$ cat config.mk
export PLATFORM = sky130hd
export DESIGN_NAME = seqdet_param
export DESIGN_NICKNAME = d
export VERILOG_FILES = /design/src/rtl/seqdet_param.sv
export SDC_FILE = /design/constraint.sdc
export NUM_CORES = 1
export LEC_CHECK = 0
export CAP_MARGIN = 10
export CORE_MARGIN = 2
export CORE_UTILIZATION = 43
export CTS_BUF_LIST = sky130_fd_sc_hd__clkbuf_4
export CTS_CLUSTER_SIZE = 30
export DETAILED_ROUTE_END_ITERATION = 8
export PLACE_DENSITY = 0.78
export SYNTH_ARGS = -nofsm -noshare
export SYNTH_HDL_FRONTEND = slang
export SYNTH_SLANG_ARGS = --single-unit
$ cat constraint.sdc
create_clock -name clk -period 2 [get_ports clk]
set_input_delay 0.5 -clock clk [delete_from_list [all_inputs] [get_ports clk]]
set_output_delay 0.5 -clock clk [all_outputs]
set_load 0.05 [all_outputs]
$ cat src/rtl/seqdet_param.sv
// Serial sync-word detector with a runtime-loadable N-bit pattern, selectable
// overlap and Moore/Mealy output timing, plus a saturating detection counter.
module seqdet_param #(
  parameter int                 PAT_LEN  = 4,
  parameter logic [PAT_LEN-1:0] PAT_INIT = 4'b1101,
  parameter bit                 OVERLAP  = 1'b0,
  parameter bit                 MOORE    = 1'b1,
  parameter int                 CNT_W    = 8
) (
  input  logic               clk,
  input  logic               reset,
  input  logic               i_valid,
  input  logic               i_data,
  input  logic               i_pat_we,
  input  logic [PAT_LEN-1:0] i_pattern,
  input  logic               i_cnt_clr,
  output logic               o_det,
  output logic [CNT_W-1:0]   o_count,
  output logic [PAT_LEN-1:0] o_pattern
);

  localparam int FW = $clog2(PAT_LEN + 1);
  localparam logic [FW-1:0] FILL_MAX = FW'(PAT_LEN);
  localparam logic [FW-1:0] FILL_THR = FW'(PAT_LEN - 1);

  // Only the N-1 most recent bits are stored; the newest bit completes the window.
  logic [PAT_LEN-2:0] hist;
  logic [FW-1:0]      fill;
  logic [PAT_LEN-1:0] pat;
  logic [CNT_W-1:0]   cnt;

  logic               accept;
  logic [PAT_LEN-1:0] window;
  logic               match;

  assign accept = i_valid & ~i_pat_we & ~reset;
  assign window = {hist, i_data};
  assign match  = accept && (fill >= FILL_THR) && (window == pat);

  always_ff @(posedge clk) begin
    if (reset) begin
      hist <= '0;
      fill <= '0;
      pat  <= PAT_INIT;
    end else if (i_pat_we) begin
      pat  <= i_pattern;
      fill <= '0;
    end else if (accept) begin
      hist <= window[PAT_LEN-2:0];
      if (match && !OVERLAP)
        fill <= '0;
      else if (fill != FILL_MAX)
        fill <= fill + 1'b1;
    end
  end

  always_ff @(posedge clk) begin
    if (reset || i_cnt_clr)
      cnt <= '0;
    else if (match && (cnt != '1))
      cnt <= cnt + 1'b1;
  end

  generate
    if (MOORE) begin : g_moore
      logic det_q;
      always_ff @(posedge clk) begin
        if (reset) det_q <= 1'b0;
        else       det_q <= match;
      end
      assign o_det = det_q;
    end else begin : g_mealy
      assign o_det = match;
    end
  endgenerate

  assign o_count   = cnt;
  assign o_pattern = pat;

endmodule

==> impl_metrics.env <==
export IMPL_status="completed"
export IMPL_setup_slack_ns=0.0848
export IMPL_end_kind="primary output"
export IMPL_syn_area_sq_um=1020
export IMPL_port_buffer_count=22
export IMPL_worst_hold_slack_ns=0.522
export IMPL_max_clock_freq_mhz=522
export IMPL_grt_max_degree=14
export IMPL_drtPass1Iterations=4
export IMPL_cp_arrival_ns=1.42
export IMPL_die_w_um=52.6
export IMPL_slew_headroom_pct=66.2
export IMPL_wirelength_mm=2.21
export IMPL_grt_ovfl_total=0
export IMPL_power_mw=0.705
export IMPL_cts_sinks=19
export IMPL_critPathSlowestCell="clkdlybuf4s50_1"
export IMPL_critPathMaxFanout=1
export IMPL_drt_vias_per_instance=5.58
export IMPL_syn_nets=126
export IMPL_multi_input_area_sq_um=586
export IMPL_syn_inst=112
export IMPL_hold_viol_final=0
export IMPL_layout_commonest_cell="buf_4"
export IMPL_grt_pass1_wl_mm=3.57
export IMPL_setup_violations=0
export IMPL_clkTransAtPathRegs_ns=0.12
export IMPL_fin_crit_ns=1.92
export IMPL_drc=0
export IMPL_io_pins=23
export IMPL_yosysUniqueCellTypes=34
export IMPL_finalCritPeriodShare_pct=95.8
export IMPL_clock_latency_ns=0.30
export IMPL_first_global_vias=846
export IMPL_antenna_found_initial=0
export IMPL_final_setup_tns_ns=0
export IMPL_start_util_pct=45.5
export IMPL_vias=954
export IMPL_ctsResizeCount=0
export IMPL_crit_required_ns=1.50
export IMPL_core_sq_um=2230
export IMPL_r2r_cells=7
export IMPL_maxSlewViolCount=0
export IMPL_whs_path_depth=2
export IMPL_cts_root_buf="clkbuf_4"
export IMPL_slowest_delay_ns=0.79
export IMPL_synth_warnings=0
export IMPL_final_antenna_net_count=0
export IMPL_cts_setup_buffers=0
export IMPL_synth_avg_cell_area_sq_um=9.08
export IMPL_timing_rr_end="o_count[5]$_SDFFE_PP0P_"
export IMPL_p_leak_nw=0.516
export IMPL_crit_chain="clkdlybuf4s50_1"
export IMPL_cap_violations=0
export IMPL_rsz0062_at_grt="no"
export IMPL_r2r_slack_ns=0.16
export IMPL_cts_max_level=1
export IMPL_fillers=212
export IMPL_drt_iter0_drc=6
export IMPL_skew_ns=0.00742
export IMPL_cts_hold_fix_buffers=0
export IMPL_tightest_slew_ns=0.505
export IMPL_hold_end="fill[1]$_SDFFE_PP0P_"
export IMPL_powerDensity_nw_per_um2=537
export IMPL_critPathTopFamily="buffers and inverters"
export IMPL_place_congestion=0.811
export IMPL_yosysSeqAreaShare_pct=37.4
export IMPL_clockBufferDepth=2
export IMPL_drive_gt1_share_pct=19.6
export IMPL_synth_seq_cells=19
export IMPL_crit_buf_inv=1
export IMPL_setup_worst_path_start_class="flop"
export IMPL_reg2reg_from="fill[0]$_SDFFE_PP0P_"
export IMPL_mostFrequentLayoutCells="buf_4 (21), dfxtp_1 (19), clkdlybuf4s50_1 (10)"
export IMPL_place_ws_ns=-0.157
export IMPL_critPathKind="flop to primary output"
export IMPL_cts_buffers=3
export IMPL_grtUsageTotal_pct=17.5
export IMPL_cts_tree="done"
export IMPL_vdd_drop_max_mv=0.493
export IMPL_row_count=17
export IMPL_dpl_hpwl_mm=1.66
export IMPL_syn_to_final_growth_pct=29.0
export IMPL_hold_class="flop to flop"
export IMPL_seqCellArea_sq_um=380
export IMPL_wl_per_cell_um=12.9
export IMPL_num_nets_final=158
export IMPL_dieHeight_um=52.6
export IMPL_die_area_sq_um=2770
export IMPL_antenna_cells=0
export IMPL_min_from="fill[1]$_SDFFE_PP0P_"
==> metrics by stage <==
step           std cells  area [sq um]  utilization (%)
5_1_grt              171          1310             58.8
4_1_cts              171          1310             58.8
3_3_place_gp         167          1280             57.5
6_report             171          1310             58.8
2_1_floorplan        112          1020                -
3_5_place_dp         167          1280             57.5
==> worst reg2reg max path, delay by kind of cell, from the launching register on <==
family                   cells  cell delay (ns)
buffers and inverters        1             0.20
multiplexers                 1             0.21
adder cells (fa/ha/maj)      2             0.34
AND/OR/NAND/NOR              2             0.45
flip-flops                   1             0.44
AO/OA/AOI/OAI                1             0.13
==> per-layer routing <==
layer	vias up	GRT usage, %	part of all wire (%)
met4	0	7.69	2.0
met2	18	29.8	48
met1	450	21.3	47
met5	-	0	0
met3	6	2.86	3.0
li1	480	-	-
==> cell usage after synthesis <==
| cell type | count | share of area [%] |
|---|---|---|
| dfxtp_1 | 19 | 37 |
| inv_1 | 7 | 2.6 |
| nor2_1 | 7 | 2.6 |
| or3_1 | 6 | 3.7 |
| mux2i_1 | 5 | 4.9 |
| nand2_1 | 5 | 1.8 |
| nand3_1 | 5 | 2.5 |
| a211o_1 | 4 | 3.4 |
| ha_1 | 4 | 4.9 |
| nand2b_1 | 4 | 2.5 |
| nand4_1 | 4 | 2.5 |
| nor2b_1 | 4 | 2.5 |
| o311ai_1 | 4 | 3.4 |
| o41ai_1 | 4 | 3.4 |
| xnor2_1 | 4 | 3.4 |
| a21oi_1 | 3 | 1.5 |
| o22ai_1 | 3 | 1.8 |
| and3_1 | 2 | 1.2 |
| buf_2 | 2 | 0.98 |
| o21a_1 | 2 | 1.5 |
| a21boi_1 | 1 | 0.74 |
| and2_1 | 1 | 0.62 |
| and4_1 | 1 | 0.86 |
| buf_6 | 1 | 1.1 |
| clkbuf_1 | 1 | 0.37 |
| nor3_1 | 1 | 0.49 |
| nor3b_1 | 1 | 0.74 |
| nor3b_4 | 1 | 1.8 |
| nor4_1 | 1 | 0.62 |
| o211ai_2 | 1 | 1.2 |
| o21ai_0 | 1 | 0.49 |
| o311a_1 | 1 | 0.98 |
| o31ai_1 | 1 | 0.74 |
| or2_2 | 1 | 0.62 |
==> final cells by class <==
cell class                 count  area share (%)
multi-input combinational     82            44.6
sequential                    19            29.0
timing repair buffer          31            19.6
tap                           28            2.67
inverter                       7            2.00
clock buffer                   3            1.72
clock inverter                 1           0.381
==> state kept, by name (all words and copies together), names as in the netlist <==
register and flops:
hist 3, fill 3, o_det 1, o_count 8, o_pattern 4
==> report_power, final <==
| part | internal (mW) | total, mW | switching, mW |
|---|---|---|---|
| sequential | 0.387 | 0.394 | 0.00793 |
| clock | 0.0745 | 0.201 | 0.126 |
| combinational | 0.0539 | 0.110 | 0.0558 |
==> kinds of logic (layout without fill, tap and decap cells) <==
group                      count (synthesis)  after routing  synth area share (%)
AOI/OAI and AO/OA                         25             25                  19.3
xor gates and xnor gates                   4              4                  3.44
adders and majority gates                  4              4                  4.92
buffers and inverters                     11             42                  5.04
DFF                                       19             19                  37.4
muxes                                      5              5                  4.92
and+or+nand+nor                           44             44                  25.0
==> how the worst max path moves through the flow <==
stage | startpoint | end | slack (ns) | depth (start not counted)
CTS | o_det$_SDFF_PP0_ | o_det | 0.08 | 1
global placement | i_valid | o_count[2]$_SDFFE_PP0P_ | -0.10 | 5
global route | fill[0]$_SDFFE_PP0P_ | o_count[3]$_SDFFE_PP0P_ | 0.005 | 7
floorplan | o_count[1]$_SDFFE_PP0P_ | o_count[1]$_SDFFE_PP0P_ | 0.19 | 6
detailed placement | i_pat_we | o_count[5]$_SDFFE_PP0P_ | -0.16 | 5
finish | o_det$_SDFF_PP0_ | o_det | 0.08 | 1
Note: power is estimated with default switching activity, not from simulation.
